$ cat config.mk
export PLATFORM = sky130hd
export DESIGN_NAME = ddr_axi_burst_master
export DESIGN_NICKNAME = d
export VERILOG_FILES = /design/src/rtl/ddr_axi_pkg.sv /design/src/rtl/ddr_axi_wdog.sv /design/src/rtl/ddr_axi_burst_master.sv
export SDC_FILE = /design/constraint.sdc
export NUM_CORES = 1
export LEC_CHECK = 0
export CAP_MARGIN = 40
export CORE_UTILIZATION = 45
export DETAILED_ROUTE_END_ITERATION = 6
export PLACE_DENSITY = 0.81
export SLEW_MARGIN = 5
export SYNTH_ARGS = -nofsm -noshare
export SYNTH_HDL_FRONTEND = slang
export SYNTH_SLANG_ARGS = --single-unit
export TNS_END_PERCENT = 5
$ cat constraint.sdc
create_clock -name ACLK -period 2.9 [get_ports ACLK]
set_input_delay 0.58 -clock ACLK [delete_from_list [all_inputs] [get_ports ACLK]]
set_output_delay 0.58 -clock ACLK [all_outputs]
set_load 0.1 [all_outputs]
$ cat src/rtl/ddr_axi_pkg.sv
// ddr_axi_pkg: shared types and constants for the DDR AXI burst master.
package ddr_axi_pkg;

  typedef enum logic [1:0] {
    OKAY   = 2'b00,
    EXOKAY = 2'b01,
    SLVERR = 2'b10,
    DECERR = 2'b11
  } axi_resp_t;

  typedef enum logic [2:0] {
    ST_IDLE = 3'd0,
    ST_AW   = 3'd1,
    ST_W    = 3'd2,
    ST_B    = 3'd3,
    ST_AR   = 3'd4,
    ST_R    = 3'd5,
    ST_RSP  = 3'd6
  } burst_state_t;

  localparam int         BURST_LEN   = 4;
  localparam logic [3:0] AXLEN_FIXED = 4'd3;

  // Any response other than OKAY (EXOKAY included) is an error for this master.
  function automatic logic resp_is_err(input logic [1:0] resp);
    return resp != OKAY;
  endfunction

endpackage

$ cat src/rtl/ddr_axi_wdog.sv
// ddr_axi_wdog: per-phase watchdog for the burst master. Counts cycles while the
// master waits on the bus; any handshake or leaving the bus phases clears it.
module ddr_axi_wdog
  import ddr_axi_pkg::*;
#(
  parameter int unsigned LIMIT = 1024
) (
  input  logic clk_i,
  input  logic rst_i,
  input  logic active_i,
  input  logic kick_i,
  output logic expired_o
);
  localparam int CNT_W = $clog2(LIMIT + 1);

  logic [CNT_W-1:0] cnt_q;

  // Cycle counter: cleared by reset, idle phases and handshakes; saturates at expiry
  always_ff @(posedge clk_i) begin
    if (rst_i || !active_i || kick_i) begin
      cnt_q <= '0;
    end else if (!expired_o) begin
      cnt_q <= cnt_q + CNT_W'(1);
    end else begin
      cnt_q <= cnt_q;
    end
  end

  // Expiry fires in the LIMIT-th waiting cycle so the FSM leaves after exactly LIMIT cycles.
  assign expired_o = active_i && (cnt_q == CNT_W'(LIMIT - 1));

endmodule

$ cat src/rtl/ddr_axi_burst_master.sv
// ddr_axi_burst_master: single-outstanding AXI initiator issuing fixed 4-beat INCR
// bursts (AW/W/B or AR/R) and returning one completion per command.
// Build macro AXI_MASTER_TIMEOUT_EN adds the ddr_axi_wdog watchdog (TIMEOUT_CYCLES).
module ddr_axi_burst_master
  import ddr_axi_pkg::*;
#(
  parameter int ADDR_W         = 32,
  parameter int DATA_W         = 32,
  parameter int TIMEOUT_CYCLES = 1024
) (
  input  logic                  ACLK,
  input  logic                  ARESET,
  input  logic                  cmd_valid,
  output logic                  cmd_ready,
  input  logic                  cmd_write,
  input  logic [ADDR_W-1:0]     cmd_addr,
  input  logic [4*DATA_W-1:0]   cmd_wdata,
  input  logic [3:0]            cmd_wstrb,
  output logic                  rsp_valid,
  input  logic                  rsp_ready,
  output logic                  rsp_write,
  output logic [4*DATA_W-1:0]   rsp_rdata,
  output logic                  rsp_err,
  output logic [ADDR_W-1:0]     M0_AWADDR,
  output logic [3:0]            M0_AWLEN,
  output logic                  M0_AWVALID,
  input  logic                  M0_AWREADY,
  output logic [DATA_W-1:0]     M0_WDATA,
  output logic [3:0]            M0_WSTRB,
  output logic                  M0_WLAST,
  output logic                  M0_WVALID,
  input  logic                  M0_WREADY,
  input  logic [1:0]            M0_BRESP,
  input  logic                  M0_BVALID,
  output logic                  M0_BREADY,
  output logic [ADDR_W-1:0]     M0_ARADDR,
  output logic [3:0]            M0_ARLEN,
  output logic                  M0_ARVALID,
  input  logic                  M0_ARREADY,
  input  logic [DATA_W-1:0]     M0_RDATA,
  input  logic [1:0]            M0_RRESP,
  input  logic                  M0_RVALID,
  input  logic                  M0_RLAST,
  output logic                  M0_RREADY
);
  localparam logic [1:0]        LAST_BEAT = 2'(BURST_LEN - 1);
  localparam logic [ADDR_W-1:0] ADDR_MASK = {{(ADDR_W-2){1'b1}}, 2'b00};

  burst_state_t        state_q;
  logic [1:0]          beat_q;
  logic [4*DATA_W-1:0] wbuf_q;
  logic                cmd_ready_q, rsp_valid_q, rsp_write_q, rsp_err_q;
  logic [4*DATA_W-1:0] rsp_rdata_q;
  logic [ADDR_W-1:0]   awaddr_q, araddr_q;
  logic [DATA_W-1:0]   wdata_q;
  logic [3:0]          wstrb_q;
  logic                awvalid_q, wvalid_q, wlast_q, bready_q, arvalid_q, rready_q;
  logic                timeout_s;

  function automatic logic [DATA_W-1:0] beat_word(input logic [4*DATA_W-1:0] vec,
                                                  input logic [1:0] idx);
    return vec[DATA_W*int'(idx) +: DATA_W];
  endfunction

`ifdef AXI_MASTER_TIMEOUT_EN
  logic busy_s, hs_s;
  assign busy_s = (state_q == ST_AW) || (state_q == ST_W) || (state_q == ST_B) ||
                  (state_q == ST_AR) || (state_q == ST_R);
  assign hs_s   = (awvalid_q & M0_AWREADY) | (wvalid_q & M0_WREADY) | (bready_q & M0_BVALID) |
                  (arvalid_q & M0_ARREADY) | (rready_q & M0_RVALID);

  ddr_axi_wdog #(.LIMIT(TIMEOUT_CYCLES)) u_wdog (
    .clk_i     (ACLK),
    .rst_i     (ARESET),
    .active_i  (busy_s),
    .kick_i    (hs_s),
    .expired_o (timeout_s)
  );
`else
  assign timeout_s = 1'b0;
`endif

  // Burst sequencer: command capture, channel handshakes and completion; all outputs registered
  always_ff @(posedge ACLK) begin
    if (ARESET) begin
      state_q     <= ST_IDLE;
      beat_q      <= 2'd0;
      wbuf_q      <= '0;
      cmd_ready_q <= 1'b0;
      rsp_valid_q <= 1'b0;
      rsp_write_q <= 1'b0;
      rsp_rdata_q <= '0;
      rsp_err_q   <= 1'b0;
      awaddr_q    <= '0;
      awvalid_q   <= 1'b0;
      wdata_q     <= '0;
      wstrb_q     <= 4'h0;
      wlast_q     <= 1'b0;
      wvalid_q    <= 1'b0;
      bready_q    <= 1'b0;
      araddr_q    <= '0;
      arvalid_q   <= 1'b0;
      rready_q    <= 1'b0;
    end else if (timeout_s) begin
      awvalid_q   <= 1'b0;
      wvalid_q    <= 1'b0;
      wlast_q     <= 1'b0;
      bready_q    <= 1'b0;
      arvalid_q   <= 1'b0;
      rready_q    <= 1'b0;
      rsp_err_q   <= 1'b1;
      rsp_valid_q <= 1'b1;
      state_q     <= ST_RSP;
    end else begin
      case (state_q)
        ST_IDLE: begin
          if (cmd_ready_q && cmd_valid) begin
            cmd_ready_q <= 1'b0;
            wbuf_q      <= cmd_wdata;
            wstrb_q     <= cmd_wstrb;
            rsp_write_q <= cmd_write;
            rsp_err_q   <= 1'b0;
            rsp_rdata_q <= '0;
            beat_q      <= 2'd0;
            if (cmd_write) begin
              awaddr_q  <= cmd_addr & ADDR_MASK;
              awvalid_q <= 1'b1;
              state_q   <= ST_AW;
            end else begin
              araddr_q  <= cmd_addr & ADDR_MASK;
              arvalid_q <= 1'b1;
              state_q   <= ST_AR;
            end
          end else begin
            cmd_ready_q <= 1'b1;
          end
        end
        ST_AW: begin
          if (M0_AWREADY) begin
            awvalid_q <= 1'b0;
            wvalid_q  <= 1'b1;
            wdata_q   <= beat_word(wbuf_q, 2'd0);
            wlast_q   <= 1'b0;
            beat_q    <= 2'd0;
            state_q   <= ST_W;
          end
        end
        ST_W: begin
          if (M0_WREADY) begin
            if (beat_q == LAST_BEAT) begin
              wvalid_q <= 1'b0;
              wlast_q  <= 1'b0;
              bready_q <= 1'b1;
              state_q  <= ST_B;
            end else begin
              beat_q  <= beat_q + 2'd1;
              wdata_q <= beat_word(wbuf_q, beat_q + 2'd1);
              wlast_q <= ((beat_q + 2'd1) == LAST_BEAT);
            end
          end
        end
        ST_B: begin
          if (M0_BVALID) begin
            bready_q    <= 1'b0;
            rsp_err_q   <= rsp_err_q | resp_is_err(M0_BRESP);
            rsp_valid_q <= 1'b1;
            state_q     <= ST_RSP;
          end
        end
        ST_AR: begin
          if (M0_ARREADY) begin
            arvalid_q <= 1'b0;
            rready_q  <= 1'b1;
            beat_q    <= 2'd0;
            state_q   <= ST_R;
          end
        end
        ST_R: begin
          if (M0_RVALID) begin
            rsp_rdata_q[DATA_W*int'(beat_q) +: DATA_W] <= M0_RDATA;
            if (resp_is_err(M0_RRESP) || (M0_RLAST != (beat_q == LAST_BEAT))) begin
              rsp_err_q <= 1'b1;
            end
            // An early RLAST terminates the burst just like the final beat does.
            if (M0_RLAST || (beat_q == LAST_BEAT)) begin
              rready_q    <= 1'b0;
              rsp_valid_q <= 1'b1;
              state_q     <= ST_RSP;
            end else begin
              beat_q <= beat_q + 2'd1;
            end
          end
        end
        ST_RSP: begin
          if (rsp_ready) begin
            rsp_valid_q <= 1'b0;
            cmd_ready_q <= 1'b1;
            state_q     <= ST_IDLE;
          end
        end
        default: begin
          state_q     <= ST_IDLE;
          cmd_ready_q <= 1'b0;
        end
      endcase
    end
  end

  assign cmd_ready  = cmd_ready_q;
  assign rsp_valid  = rsp_valid_q;
  assign rsp_write  = rsp_write_q;
  assign rsp_rdata  = rsp_rdata_q;
  assign rsp_err    = rsp_err_q;
  assign M0_AWADDR  = awaddr_q;
  assign M0_AWLEN   = AXLEN_FIXED;
  assign M0_AWVALID = awvalid_q;
  assign M0_WDATA   = wdata_q;
  assign M0_WSTRB   = wstrb_q;
  assign M0_WLAST   = wlast_q;
  assign M0_WVALID  = wvalid_q;
  assign M0_BREADY  = bready_q;
  assign M0_ARADDR  = araddr_q;
  assign M0_ARLEN   = AXLEN_FIXED;
  assign M0_ARVALID = arvalid_q;
  assign M0_RREADY  = rready_q;

endmodule

* Word-level counts from Yosys, hierarchy flattened
Cells that the tools add are included.
** Word-level totals
- Output and inout bits :: 246
- Bits in read-only memories :: 0
- Register bits :: 367
- Logic and storage cells :: 144
- Memory bits (writable) :: 0
- Input bits :: 211
- Memories kept :: 0
- Latch bits :: 0
** Operators by class
- Divide/modulo/power cells :: 0
- $mul :: 0
- Magnitude comparators :: 0
- Add/sub/neg operators :: 2
- Multiplexer cells :: 63
- Eq/ne operators :: 23
- Bitwise gates (word level) :: 3
- Shift-type cells :: 3
- Reductions and logical operators :: 32
** Operators with widths (number)
- $mux W128 :: 2
- $pmux W128 S2 :: 1
- $bwmux W128 :: 1
- $shift A32 B33 Y128 const A :: 1
- $shiftx A128 B8 Y32 :: 1
- $shiftx A32 B33 Y128 :: 1
- $mux W32 :: 3
- $pmux W32 S2 :: 1
- $neg A7 Y33 :: 1
- $mux W3 :: 10
- $ne A2 B2 Y1 const B :: 14
- $mux W1 :: 27
- $reduce_and A4 Y1 :: 6
- $pmux W3 S7 :: 1
- $reduce_bool A2 Y1 :: 8
- $mux W2 :: 7
- $pmux W1 S2 :: 6
- $reduce_and A3 Y1 :: 4
- $pmux W2 S5 :: 1
- $reduce_and A5 Y1 :: 2
- $eq A3 B3 Y1 const B :: 3
- $pmux W1 S3 :: 3
- $reduce_and A9 Y1 :: 1
- $reduce_and A8 Y1 :: 1
- 14 further kinds :: 20

* Longest topological paths before layout
Gate-level depths: netlist (run 1).
- Word-level depth :: 6
- Mapped depth :: 9
- Depth with buffers taken out :: 7

* Worst setup path after synthesis (run 1)
No wires, ideal clock.
- Path type :: register to register
- From :: register cmd_ready_q, in the netlist cmd_ready
- To :: register araddr_q[22], in the netlist M0_ARADDR[22]
- Cell stages (with the launch flop) :: 8
- Path buffers :: 2
- Path slack :: 596 ps
- Data required time :: 2830 ps
- Data arrival time :: 2234 ps
- Setup time :: 70 ps
- Cells stage by stage :: dfxtp_1 -> nand3b_4 -> or3_1 -> clkbuf_1 -> nor2_1 -> buf_2 -> nand2_1 -> a21oi_1
** On the way
- Word-level cells in the longest chain between the ends :: 2
** Ends and longest elaborated chain
- start: declaration :: RTL line ddr_axi_burst_master.sv:52 : logic cmd_ready_q, rsp_valid_q, rsp_write_q, rsp_err_q;
- start signal: assignment :: RTL line ddr_axi_burst_master.sv:89 : cmd_ready_q <= 1'b0;
- start signal: assignment :: RTL line ddr_axi_burst_master.sv:118 : cmd_ready_q <= 1'b0;
- start signal: assignment :: RTL line ddr_axi_burst_master.sv:135 : cmd_ready_q <= 1'b1;
- $logic_and A1 B1 Y1 :: RTL line ddr_axi_burst_master.sv:117 : if (cmd_ready_q && cmd_valid) begin
- $reduce_and A3 Y1 (no source line)
- end signal: assignment :: RTL line ddr_axi_burst_master.sv:130 : araddr_q <= cmd_addr & ADDR_MASK;
- end: declaration :: RTL line ddr_axi_burst_master.sv:54 : logic [ADDR_W-1:0] awaddr_q, araddr_q;
No other way between the ends.
A chain may end at the register's enable or synchronous reset.

* Worst setup path after layout (run 1)
- From :: register state_q[2]
- To :: register wdata_q[27], in the netlist M0_WDATA[27]
** On the way
- Word-level cells in the longest chain between the ends :: 3
- Elaborated cells on any way between the ends :: 8
** Ends and longest elaborated chain
- start: declaration :: RTL line ddr_axi_burst_master.sv:49 : burst_state_t state_q;
- start signal: assignment :: RTL line ddr_axi_burst_master.sv:86 : state_q <= ST_IDLE;
- start signal: assignment :: RTL line ddr_axi_burst_master.sv:113 : state_q <= ST_RSP;
- start signal: assignment :: RTL line ddr_axi_burst_master.sv:128 : state_q <= ST_AW;
- $eq A3 B2 Y1 / $eq A3 B1 Y1 (equally long branches) :: RTL line ddr_axi_burst_master.sv:115 : case (state_q)
- $ne A2 B2 Y1 (no source line) / $reduce_bool A2 Y1 (equally long branches)
- $reduce_and A4 Y1 (no source line)
- end signal: assignment :: RTL line ddr_axi_burst_master.sv:142 : wdata_q <= beat_word(wbuf_q, 2'd0);
- end signal: assignment :: RTL line ddr_axi_burst_master.sv:157 : wdata_q <= beat_word(wbuf_q, beat_q + 2'd1);
- end: declaration :: RTL line ddr_axi_burst_master.sv:55 : logic [DATA_W-1:0] wdata_q;
Parallel ways exist; a longest one is shown, timed or not.

==> results of run 1 <==
==> per-stage QoR <==
stage | util | setup slack (ns)
finish | 0.635 | 0.458
CTS | 0.635 | 0.426
floorplan | - | 0.596
detailed placement | 0.596 | 0.236
global placement | 0.595 | 0.162
global route | 0.635 | 0.237
==> per-layer routing <==
metal	part of all wire	up-vias
li1	-	6658
met4	0.052	2
met3	0.088	129
met5	0.00028	-
met2	0.48	644
met1	0.38	6525
==> worst max-delay path by stage <==
stage	endpoint	slack (ns)	cells after the start
global placement	rsp_rdata[124]	0.16	6
floorplan	M0_ARADDR[22]	0.60	7
global route	M0_WDATA[24]	0.24	8
finish	M0_WDATA[27]	0.46	6
CTS	M0_WDATA[24]	0.43	8
detailed placement	M0_WDATA[20]	0.24	7
==> synth_stat cells, types with 2 or more instances <==
cell	instances	area [um^2]
nand2_1	528	1980
dfxtp_1	367	7350
a21oi_1	303	1520
clkbuf_1	90	338
nor2_1	81	304
nand3_1	67	335
a22oi_1	64	480
buf_2	47	235
nor2b_1	35	219
o211ai_1	33	248
a221oi_1	32	280
buf_4	16	120
nor3_1	10	50.1
ha_1	7	87.6
inv_1	7	26.3
buf_1	5	18.8
nand2b_1	5	31.3
o21ai_0	5	25.0
nor3b_1	4	30.0
o21a_1	3	22.5
a2111oi_0	2	17.5
a211oi_1	2	15.0
a2bb2oi_1	2	17.5
a31oi_1	2	12.5
a32oi_1	2	17.5
conb_1	2	7.51
nand2_2	2	12.5
nand3b_1	2	15.0
nand4b_1	2	17.5
nor4b_1	2	17.5
o21ai_1	2	10.0
or3_1	2	12.5
or3b_2	2	17.5
==> registers in the layout, indices dropped and copies added, names as in the netlist, 2 cells and up <==
| register | flops |
|---|---|
| wbuf_q | 128 |
| beat_q | 2 |
| rsp_rdata | 128 |
| M0_AWADDR | 30 |
| state_q | 3 |
| M0_WSTRB | 4 |
| M0_ARADDR | 30 |
| M0_WDATA | 32 |
==> where the power goes <==
group	leakage (nW)	switching, mW	internal [mW]	total (mW)
sequential	2.97	0.335	5.55	5.89
clock	0.599	1.92	2.77	4.70
combinational	3.74	3.16	1.24	4.40
total	7.31	5.42	9.57	15.0
==> layout make-up <==
class,instances,area [um^2],area share
Tap cell,396,495,0.0254
Antenna cell,7,17.5,0.000899
Timing Repair Buffer,488,4310,0.221
Multi-Input combinational cell,1228,6090,0.312
Clock buffer,54,1120,0.0576
Sequential cell,367,7350,0.377
Inverter,7,26.3,0.00135
Clock inverter,9,77.6,0.00398
==> worst max-delay path: stages (launching register included) <==
cell	delay (ns)
dfxtp_1	0.71
nor2_1	0.15
a211oi_2	0.48
o21a_1	0.48
buf_4	0.24
o211ai_1	0.11
a21oi_1	0.19
==> cells by family after synthesis <==
family / Yosys count / share of synthesized area
simple gates: 750 / 0.224
flops: 367 / 0.522
compound gates: 457 / 0.192
buf+inv: 166 / 0.0533
mux: 1 / 0.000712
other cells: 2 / 0.000534
xor+xnor: 1 / 0.000623
fa+ha+maj: 7 / 0.00623
==> results_dict.tcl, run 1 <==
set metrics [dict create \
    status "finished, final reports clean" \
    power_density_nw_per_um2 769 \
    cts.root.buffer_cell "clkbuf_16" \
    clk_latency_ns 0.52 \
    cts_setup_buffers 0 \
    total_power_mw 15.0 \
    globalRouteMet1Util 0.320 \
    reg2reg_depth 6 \
    critPathRequiredTime_ns 3.33 \
    timing.hold.worst_path_depth 2 \
    fin_crit_ns 2.44 \
    use_met3 0.0657 \
    mostFrequentLayoutCells "nand2_1, dfxtp_1, a21oi_1" \
    crit_path_start_kind "register" \
    synth-async-reset-ratio 0 \
    placed_cells 2486 \
    yosys_register_bits 367 \
    synth_seq_area_share 0.522 \
    ctsLongestPathBuffers 3 \
    synth_ff_type "dfxtp_1" \
    place_hpwl_mm 31.7 \
    crit_type "reg2reg" \
    antenna_found_initial 8 \
    crit_arrival_ns 2.87 \
    hold_viol 0 \
    cts_hold_buf 0 \
    ant_nets 0 \
    period_share 0.842 \
    clock-sinks 367 \
    drive_above_1_share 0.168 \
    p_leak_nw 7.31 \
    vias_per_cell 5.46 \
    die-area_um2 32000 \
    areaGrowthSynthToFinish_pct 38.5 \
    rr_endpoint "M0_WDATA[27]" \
    overflow 0 \
    drt-pass1-iter-count 7 \
    clkTransAtPathRegs_ns 0.06 \
    syn_area_per_cell_um2 8.03 \
    fin_tns_setup_ns 0 \
    final_area_um2 19500 \
    clock_skew_ns 0.0152 \
    synth_area_um2 14100 \
    rsz0062_at_grt "false" \
    drc 0 \
    hp-class "reg2reg" \
    whs_ns 0.450 \
    fill_cells 2593 \
    path_max_fanout 17 \
    cp-end-kind "register" \
    grtUsageTotal 0.273 \
    place_congestion 0.866 \
    final_max_slew_viol_count 0 \
    htreeDepth 2 \
    wirelength_mm 45.9 \
    start_util 0.459 \
    max-slew-margin-rel 0.439 \
    final_common_cell "nand2_1" \
    die_y_um 179 \
    yosys_warnings 0 \
    grt_pass1_vias 12900 \
    crit_start "state_q[2]" \
    grt_max_degree 132 \
    fmax_mhz 410 \
    drv_cap 0 \
    min_to "rsp_rdata[0]" \
    ff2ff_setup_slack_ns 0.46 \
    vdd_drop_max_mv 0.485 \
    use_met2 0.454 \
    ios 457 \
    vias 14000 \
    cts_made_buffers 38 \
    netlist_instances 1751 \
    die_x_um 179 \
    wl_per_cell_um 18.0 \
    grt_first_pass_wirelength_mm 68.7 \
    post_cts_resized 0 \
    core-area_um2 30700 \
    rows 64 \
    nNetsFinal 2348 \
    drt_iter0_drc 1013 \
    finalNonFillerCells 2556 \
    setup_viol 0 \
    synth.distinct_cells 49 \
    portBuffers 442 \
    cts_tree "built" \
    worst_pin_slew_ns 0.838 \
    synth_edf_count 0 \
    r2r_start "state_q[2]" \
    postPlaceCellArea_um2 18300 \
    hold_start "rsp_rdata[0]" \
    grt_most_used_layer "met2" \
]
Power figures use the tool's default switching activity.
==> run 2, diff against run 1 <==
- CORE_UTILIZATION: 45 -> 42
- PLACE_DENSITY: 0.81 -> 0.8
- clock period: 2.9 -> 2.1 ns (I/O delays scaled with it)
==> run 2 against run 1 <==
Clock skew fell by 0.0015 ns. Wire length rose by 1.7%. Clock power rose by 49%. Count of clock-buffer cells in the layout fell by 1. Worst hold slack got worse by 0.20 ns. Cell area rose by 4.2%. Critical path depth did not move. First-iteration DRC count fell by 7.6%. Setup slack got worse by 0.38 ns. Critical endpoint is now beat_q[1]. Core utilization fell by 1.6 points. Final cell count rose by 3.4%.
==> results_dict.tcl, run 2 (same netlist as run 1, synthesis figures left out) <==
set metrics [dict create \
    status "finished, final reports clean" \
    sw_frac_of_total 0.352 \
    seq_power_share 0.369 \
    drive_above_1_share 0.186 \
    grtUsageTotal 0.263 \
    rows 66 \
    worst_pin_slew_ns 0.520 \
    pwr-share-comb 0.313 \
    vias 14100 \
    hp-class "in2reg" \
    die-area_um2 34200 \
    cp-end-kind "register" \
    place_congestion 0.865 \
    cts.root.buffer_cell "clkbuf_16" \
    mostFrequentLayoutCells "nand2_1, dfxtp_1, a21oi_1" \
    start_util 0.429 \
    final_common_cell "nand2_1" \
    hold_viol 0 \
    fin_crit_ns 2.02 \
    drv_cap 0 \
    ctsLongestPathBuffers 3 \
    overflow 0 \
    crit_path_start_kind "register" \
    wirelength_mm 46.7 \
    core-area_um2 32800 \
    p_clk_frac 0.319 \
    grt_first_pass_wirelength_mm 71.3 \
    nNetsFinal 2388 \
    fmax_mhz 495 \
    place_hpwl_mm 32.3 \
    cts_setup_buffers 0 \
    path_max_fanout 4 \
    vias_per_cell 5.32 \
    max-slew-margin-rel 0.654 \
    fill_cells 2741 \
    p_sw_mw 7.73 \
    clock-sinks 367 \
    final_max_slew_viol_count 0 \
    areaGrowthSynthToFinish_pct 44.3 \
    rsz0062_at_grt "true" \
    grt_max_degree 103 \
    cts_made_buffers 39 \
    ios 457 \
    p_leak_nw 7.67 \
    wl_per_cell_um 17.7 \
    clock_skew_ns 0.0137 \
    vdd_drop_max_mv 0.838 \
    internal_power_mw 14.2 \
    crit_type "reg2reg" \
    clk_latency_ns 0.52 \
    crit_arrival_ns 2.46 \
    cts_hold_buf 0 \
    htreeDepth 2 \
    drt_iter0_drc 936 \
    cts_tree "built" \
    die_x_um 185 \
    clkTransAtPathRegs_ns 0.06 \
    critPathRequiredTime_ns 2.54 \
    postPlaceCellArea_um2 18900 \
    drt-pass1-iter-count 6 \
    final_area_um2 20300 \
    ant_nets 0 \
    period_share 0.962 \
    die_y_um 185 \
    fin_tns_setup_ns 0 \
    total_power_mw 21.9 \
    setup_viol 0 \
    portBuffers 442 \
    grt_pass1_vias 13300 \
    drc 0 \
    antenna_found_initial 5 \
    power_density_nw_per_um2 1080 \
]
[run 2: changes by cell type in the layout (fill, tap and decap cells not counted), sizes merged]
cell / before / now
buf: 281 / 319
bufinv: 1 / 4
clkinv: 6 / 8
clkinvlp: 0 / 2
diode: 7 / 5
bufbuf: 0 / 1
clkbuf: 54 / 53
inv: 9 / 8
[run 2: path summary, 6_finish.rpt]
path	cells after the start	startpoint	end	slack, ns
hold / removal	2	ARESET	rsp_rdata[102]	0.25
hold reg to reg	2	rsp_rdata[27]	rsp_rdata[27]	0.45
setup / recovery	6	beat_q[1]	beat_q[1]	0.08
setup reg to reg	6	beat_q[1]	beat_q[1]	0.08
[run 2: worst max-delay path, cell delays in order, from the launching register on]
cell	delay [ns]
dfxtp_1	0.34
ha_1	0.20
or3b_2	0.47
a21oi_1	0.16
o211ai_1	0.16
or3b_2	0.48
a21oi_1	0.15
[run 2: cell type report]
| class | instances | area, um^2 | area share |
|---|---|---|---|
| sequential | 367 | 7350 | 0.362 |
| multi-input combinational | 1228 | 6100 | 0.301 |
| timing repair buffer | 527 | 4940 | 0.244 |
| clock buffer | 53 | 1120 | 0.0552 |
| tap | 442 | 553 | 0.0272 |
| clock inverter | 15 | 184 | 0.00906 |
| inverter | 7 | 26.3 | 0.00129 |
| antenna | 5 | 12.5 | 0.000616 |
[run 2: metrics by stage]
step / cells / utilization / worst slack [ns] / hold WS, ns
detailed placement: 2570 / 0.577 / -0.280 / 0.442
global placement: 2570 / 0.577 / -0.326 / 0.437
floorplan: 1761 / - / 0.0645 / 0.432
finish: 2644 / 0.619 / 0.0802 / 0.249
CTS: 2639 / 0.618 / 0.0427 / 0.241
global route: 2643 / 0.619 / -0.00412 / 0.257
[run 2: power by group through the flow]
stage          logic (mW)  clock network, mW  registers (mW)
3_5_place_dp         6.78                  0            8.23
4_1_cts              6.85               7.12            8.08
3_3_place_gp         6.71                  0            8.20
5_1_grt              7.33               7.40            8.17
2_1_floorplan        2.72                  0            9.70
6_report             6.86               6.99            8.09
[run 2: metal layers]
layer  share of wire  routed length (um)  global-route usage  vias up
li1                -                   -                   -     6739
met1            0.38               17600               0.305     6555
met2            0.48               22400               0.447      620
met3           0.087                4040              0.0629      150
met4           0.057                2650               0.140        0
met5               0                   0                   0        -
[run 2: what timing repair did]
item | CTS | global route
endpoints found under the setup margin | 3 | 50
gates cloned | 1 | 0
pin swaps | 0 | 1
gates resized for setup | 1 | 4
==> run 3, diff against run 2 <==
- CTS_CLUSTER_SIZE: not set -> 10
- PLACE_DENSITY: 0.8 -> 0.77
==> run 3 against run 2 <==
First-iteration DRC count grew 2.6%. Total power is 1.7% lower. Die area is the same. Critical endpoint unchanged. Largest power group unchanged.
==> results_dict.tcl, run 3 (same netlist as run 1, synthesis figures left out) <==
set metrics [dict create \
    mostFrequentLayoutCells "nand2_1, dfxtp_1, a21oi_1" \
    fin_tns_setup_ns 0 \
    cp-end-kind "register" \
    ant_nets 0 \
    final_area_um2 20300 \
    place_hpwl_mm 32.8 \
    crit_type "reg2reg" \
    period_share 0.994 \
    setup_viol 0 \
    final_common_cell "nand2_1" \
    drt-pass1-iter-count 5 \
    cts.root.buffer_cell "clkbuf_16" \
    p_leak_nw 7.63 \
    fin_crit_ns 2.09 \
    postPlaceCellArea_um2 19000 \
    die_x_um 185 \
    grtUsageTotal 0.265 \
    cts_made_buffers 43 \
    nNetsFinal 2394 \
    vdd_drop_max_mv 0.755 \
    crit_path_start_kind "register" \
    whs_ns 0.325 \
    place_congestion 0.878 \
    drv_cap 0 \
    placed_cells 2570 \
    clkTransAtPathRegs_ns 0.06 \
    clk_latency_ns 0.54 \
    max-slew-margin-rel 0.575 \
    cts_hold_buf 0 \
    portBuffers 442 \
    pre_cts_slack_ns -0.313 \
    fmax_mhz 479 \
    rsz0062_at_grt "true" \
    wl_per_cell_um 17.9 \
    rows 66 \
    grt_max_degree 90 \
    hp-class "in2reg" \
    final_util 0.618 \
    status "finished, final reports clean" \
    worst_pin_slew_ns 0.637 \
    power_density_nw_per_um2 1070 \
    drive_above_1_share 0.183 \
    die-area_um2 34200 \
    critPathRequiredTime_ns 2.57 \
    start_util 0.429 \
    path_max_fanout 6 \
    final_max_slew_viol_count 0 \
    crit_arrival_ns 2.56 \
    vias 14000 \
    clock_skew_ns 0.0208 \
    areaGrowthSynthToFinish_pct 44.0 \
    fin_ws_ns 0.0122 \
    finalNonFillerCells 2630 \
    wirelength_mm 47.1 \
    core-area_um2 32800 \
    ios 457 \
    drc 0 \
    drt_iter0_drc 960 \
    clock-sinks 367 \
    total_power_mw 21.6 \
    die_y_um 185 \
    overflow 0 \
    vias_per_cell 5.33 \
    ctsLongestPathBuffers 3 \
    cts_tree "built" \
    hold_viol 0 \
    grt_first_pass_wirelength_mm 71.7 \
    htreeDepth 2 \
    grt_pass1_vias 13400 \
    antenna_found_initial 2 \
]
[run 3: cell count changes in the layout (fill, tap and decap cells not counted), moves of 2 or more]
| cell | delta |
|---|---|
| diode_2 | -3 |
| clkinvlp_4 | -2 |
| buf_4 | -2 |
| bufinv_16 | -4 |
| clkbuf_1 | -2 |
| clkinv_2 | -8 |
| clkinv_8 | +2 |
| clkbuf_16 | +3 |
| buf_12 | +4 |
[run 3: what timing repair did]
action | CTS | global route
setup endpoints to repair | 60 | 96
setup buffers | 1 | 1
endpoints found under the hold margin | 0 | 0
pin swaps | 1 | 0
gates cloned | 0 | 1
resized for setup | 1 | 6
[run 3: area by class of cell]
cell class,count,area [um^2]
Timing Repair Buffer,529,5000
Clock buffer,52,1150
Multi-Input combinational cell,1228,6110
Fill cell,2773,12500
Clock inverter,3,52.6
Antenna cell,2,5.00
Sequential cell,367,7350
Inverter,7,26.3
Tap cell,442,553
[run 3: critical path, stage by stage (launching register included)]
cell	delay [ns]
dfxtp_2	0.36
ha_1	0.20
or3b_2	0.47
a21oi_1	0.16
o211ai_1	0.17
or3b_2	0.50
a21oi_2	0.15
[run 3: layer usage]
metal,part of all wire,global-route usage
met5,0,0
met3,0.085,0.0727
met2,0.49,0.460
met1,0.39,0.302
met4,0.040,0.117
[run 3: power breakdown]
part	total, mW	internal [mW]	switching [mW]
logic	6.88	2.31	4.58
clock network	6.61	3.82	2.78
registers	8.08	7.68	0.401
total	21.6	13.8	7.76
[run 3: path summary, 6_finish.rpt]
path              start        endpoint  slack (ns)  cells past startpoint
max           beat_q[1]       beat_q[1]        0.01                      6
min reg2reg  wbuf_q[58]      wbuf_q[58]        0.45                      2
min              ARESET  rsp_rdata[101]        0.33                      2
max reg2reg   beat_q[1]       beat_q[1]        0.01                      6
==> edit 1: new RTL, settings of run 3 <==
Add a define of `AXI_MASTER_TIMEOUT_EN`.
--- a/src/rtl/ddr_axi_burst_master.sv
+++ b/src/rtl/ddr_axi_burst_master.sv
@@ -1,6 +1,8 @@
 // ddr_axi_burst_master: single-outstanding AXI initiator issuing fixed 4-beat INCR
 // bursts (AW/W/B or AR/R) and returning one completion per command.
 // Build macro AXI_MASTER_TIMEOUT_EN adds the ddr_axi_wdog watchdog (TIMEOUT_CYCLES).
+`define AXI_MASTER_TIMEOUT_EN
+
 module ddr_axi_burst_master
   import ddr_axi_pkg::*;
 #(
Behaviour: no difference found for any inputs over 4 cycles, from zero or initial values and one cycle with ARESET high; that may be too few to reach the edited logic, so the function may still have changed.
==> edit 1 against run 3 <==
- maximum frequency increased by 0.12%
- worst setup slack improved by 2.6 ps
- cell area is 9.7% higher
- synthesized area increased by 12%
- power up 9.4%
- routed wire length increased by 15%
- count of clock-buffer cells in the layout is 4 lower
- critical path depth is 3 higher
- sequential cell count rose by 11
- synthesized cell count is 4.8% higher
==> edit 1: results (changes against run 3) <==
wire_per_inst_microns: 19.6  # +9.5%
grtUsageMet1_pct: 33.3  # +3.1 points
routed_wirelength_mm: 54.2  # +15%
grt_first_pass_wirelength_mm: 78.6  # +9.6%
timing.rr.start: "u_wdog.cnt_q[0]"
antenna_found_initial: 8  # +6
route.met2.wl_mm: 25.3  # +9.5%
worst_r2r_path_depth: 9  # +3
fin_nets: 2498  # +4.3%
grt_pass1_vias: 14200  # +6.5%
pre_cts_ws_ps: -152  # +161 ps
synth.area.top_cells: "dfxtp_1 (48%), nand2_1 (11%), nand3b_1 (7.7%)"
cts_buffers: 45  # +4.7%
dpl.cell_count: 2680  # +4.3%
syn_avg_cell_area_sq_um: 8.55  # +6.4%
track_usage_pct: 25.9  # -0.63 points
cp_slowest_cell: "or4_4"
drive_gt1_share_pct: 20.7  # +2.3 points
finalHoldWorstSlack_ps: 403  # +77.9 ps
grt_util_met3_pct: 5.54  # -1.7 points
peakVddDrop_uv: 863  # +14%
synthDistinctLibCells: 54  # +10%
slew_headroom_pct: 60.7  # +3.2 points
placed_area_sq_um: 20400  # +7.8%
dp_hpwl_mm: 35.7  # +8.6%
holdPathStages: 3  # +1
leakagePower_nw: 8.24  # +8.0%
r2r-end: "rsp_rdata[32]"
fin_skew_ps: 13.3  # -7.49 ps
met1Wirelength_mm: 21.6  # +19%
worstPathArrival_ps: 2530  # -30 ps
grt_use_met2_pct: 40.9  # -5.1 points
gp_congestion: 0.892  # +1.6%
outcome: "finished clean"
edit 1: changes by cell type after synthesis, moves of 30 or more:
cell and delta:
mux2_2 +31, nand2_1 -65, a21oi_1 -66, nand2b_1 +38
a22oi_1 -64, a221oi_1 -30, nand3_1 -57, nor2_1 -54
o21ai_0 +35, o31ai_1 +131, nor2b_1 -31, nand3b_1 +158
edit 1: cell type report:
type / instances / area, sq um / share of cell area, %
well taps: 468 / 586 / 2.64
diodes: 8 / 20.0 / 0.0901
repair buffers: 560 / 5440 / 24.5
flip-flops and latches: 378 / 7580 / 34.1
inverters: 10 / 37.5 / 0.169
clock inverters: 6 / 40.0 / 0.180
clock buffers: 48 / 1190 / 5.36
multi-input cells: 1283 / 7320 / 33.0
edit 1: where the power goes:
part	switching, mW	internal [mW]	total [mW]	leakage, nW
logic	5.42	3.06	8.48	4.58
clock network	2.89	3.97	6.87	0.607
registers	0.414	7.83	8.24	3.06
edit 1: repair_timing:
item	CTS	global route
setup buffers	2	4
pin swaps	5	7
cloned	2	11
resized for setup	13	27
setup endpoints to repair	156	160
edit 1: kinds of logic after synthesis:
logic type | count (synthesis) | share of synthesized area, %
AOI/OAI and AO/OA | 482 | 19.2
xor gates and xnor gates | 9 | 0.503
adders and majority gates | 9 | 0.718
buffers and inverters | 184 | 6.05
DFF | 378 | 48.2
muxes | 32 | 2.29
other | 2 | 0.0479
and+or+nand+nor | 739 | 22.9
edit 1: worst max-delay path by stage:
stage	startpoint	end	cells past startpoint
floorplan	beat_q[0]	M0_WDATA[23]	10
global placement	beat_q[1]	M0_WDATA[19]	9
detailed placement	beat_q[1]	M0_WDATA[19]	9
CTS	beat_q[1]	M0_WDATA[30]	9
global route	u_wdog.cnt_q[0]	rsp_rdata[32]	9
finish	u_wdog.cnt_q[0]	rsp_rdata[32]	9
==> edit 2: new RTL, flow settings as in run 3 <==
Made on the original files. The 7 states of `burst_state_t` get a one-hot encoding in 7 bits.
--- a/src/rtl/ddr_axi_pkg.sv
+++ b/src/rtl/ddr_axi_pkg.sv
@@ -8,14 +8,14 @@
     DECERR = 2'b11
   } axi_resp_t;
 
-  typedef enum logic [2:0] {
-    ST_IDLE = 3'd0,
-    ST_AW   = 3'd1,
-    ST_W    = 3'd2,
-    ST_B    = 3'd3,
-    ST_AR   = 3'd4,
-    ST_R    = 3'd5,
-    ST_RSP  = 3'd6
+  typedef enum logic [6:0] {
+    ST_IDLE = 7'b0000001,
+    ST_AW   = 7'b0000010,
+    ST_W    = 7'b0000100,
+    ST_B    = 7'b0001000,
+    ST_AR   = 7'b0010000,
+    ST_R    = 7'b0100000,
+    ST_RSP  = 7'b1000000
   } burst_state_t;
 
   localparam int         BURST_LEN   = 4;
Behaviour: no difference found for any inputs over 4 cycles, from zero or initial values and one cycle with ARESET high; so few cycles prove little.
==> edit 2 against run 3 <==
- the run now ends with setup timing left
- critical path depth grew 2
- via count is 2.9% higher
- cell count grew 1.1%
- synthesized area rose by 4.6%
- clock skew increased by 9.1 ps
- sequential power decreased by 3.1%
- sequential cell count grew 4
- power shrank 7.2%
- cell area increased by 4.4%
- worst setup slack got worse by 240 ps
- routed wire length rose by 3.4%
- first-iteration DRC count down 2.5%
- critical endpoint is now rsp_rdata[87]
- largest cell class unchanged
- highest routed layer unchanged
==> edit 2: results (changes against run 3) <==
worstPathMaxFanout: 13  # +7
fin_nets: 2413  # +0.79%
synth_fa_ha_area_share_pct: 0.596  # -0.027 points
final-setup-viol-count: 246  # +246
holdPathStages: 4  # +2
grt_use_met2_pct: 43.2  # -2.9 points
slowest_delay_ps: 580  # +80 ps
cp_slowest_cell: "or4b_4"
failed_checks: "setup timing"
fin_skew_ps: 29.9  # +9.12 ps
track_usage_pct: 25.5  # -1.0 points
outcome: "finished with violations"
synth.area.top_cells: "dfxtp_1 (51%), nand2_1 (12%), a21oi_1 (8.0%)"
grt_first_pass_wirelength_mm: 73.3  # +2.2%
antenna_found_initial: 4  # +2
netlist_top_cells_count: "nand2_1 (489), dfxtp_1 (371), a21oi_1 (236), clkbuf_1 (90)"
synth_mux_area_share_pct: 0.136  # +0.065 points
timing.rr.start: "state_q[1]"
worst_r2r_path_depth: 8  # +2
grt_pass1_vias: 13800  # +3.5%
dpl.cell_count: 2588  # +0.70%
setup-tns-final_ps: -21820  # -21820 ps
via_per_inst: 5.42  # +1.8%
drive_gt1_share_pct: 22.0  # +3.6 points
dp_hpwl_mm: 32.8  # about the same
wire_per_inst_microns: 18.3  # +2.2%
worstPathArrival_ps: 2760  # +200 ps
cts_buffers: 43  # unchanged
synthDistinctLibCells: 67  # +37%
synthFlopType: "dfxtp_1"
layout_setup_ws_ps: -226  # -238 ps
synth-compound-area-share_pct: 20.5  # +1.3 points
internal_power_mw: 13.5  # -2.6%
gp_congestion: 0.916  # +4.4%
synth_xor_area_share_pct: 0.119  # +0.057 points
worstMarginPinSlew_ps: 507  # -130 ps
leakagePower_nw: 7.91  # +3.7%
clock_latency_ps: 560  # +20 ps
num_vias: 14400  # +2.9%
grt_util_met3_pct: 6.12  # -1.2 points
syn_avg_cell_area_sq_um: 8.37  # +4.2%
nFillCells: 2903  # +4.7%
cts_buffer_depth: 3  # unchanged
[edit 2: cell families after synthesis]
logic type      count (synthesis)
flops                         371
other cells                     2
mux                             2
buf+inv                       178
fa+ha+maj                       7
xor+xnor                        2
compound gates                465
simple gates                  730
[edit 2: power by group through the flow]
| stage | combinational (mW) | sequential [mW] | clock [mW] |
|---|---|---|---|
| floorplan | 2.56 | 8.80 | 0 |
| global placement | 4.99 | 7.93 | 0 |
| detailed placement | 5.06 | 7.96 | 0 |
| CTS | 5.12 | 7.82 | 6.76 |
| global route | 5.93 | 7.87 | 7.03 |
| finish | 5.55 | 7.83 | 6.64 |
[edit 2: worst min path at each step]
stage                           from          to  slack, ps
after CTS                     ARESET  state_q[0]        350
after detailed placement  wbuf_q[39]  wbuf_q[39]        440
after global routing          ARESET  state_q[0]        380
after global placement    wbuf_q[56]  wbuf_q[56]        430
final                         ARESET  state_q[0]        360
after floorplan           wbuf_q[32]  wbuf_q[32]        430
[edit 2: area by class of cell]
cell class	instances	share of cell area, %
Inverter	12	0.225
Multi-Input combinational cell	1219	31.7
Sequential cell	371	35.1
Timing Repair Buffer	548	24.5
Tap cell	455	2.69
Clock buffer	46	5.24
Clock inverter	4	0.391
Antenna cell	5	0.0592
[edit 2: what timing repair did]
action,in CTS,in global routing
buffers inserted,0,10
setup endpoints to repair,220,339
hold endpoints to repair,0,0
hold buffers,0,0
gates cloned,0,7
pin swaps,11,9
gates resized for setup,22,51
[edit 2: metal layers]
layer  vias up  routed length (microns)
met4         0                     1800
li1       6914                        -
met1      6797                    19300
met5         -                        0
met3       114                     3960
met2       601                    23600
[edit 2: metrics by stage]
step	util, %	setup slack (ps)	instance area, sq um	hold WS, ps	power [mW]
after floorplan	-	-155	14900	427	11.4
after global placement	56.4	-345	19400	434	12.9
after detailed placement	56.4	-338	19400	440	13.0
after CTS	60.1	-153	20700	355	19.7
after global routing	61.4	-259	21100	382	20.8
final	61.4	-226	21100	363	20.0
[edit 2: tightest hold or removal path: stages]
cell and delay, ps:
buf_6 110, inv_4 50, buf_12 160, nand3_1 90
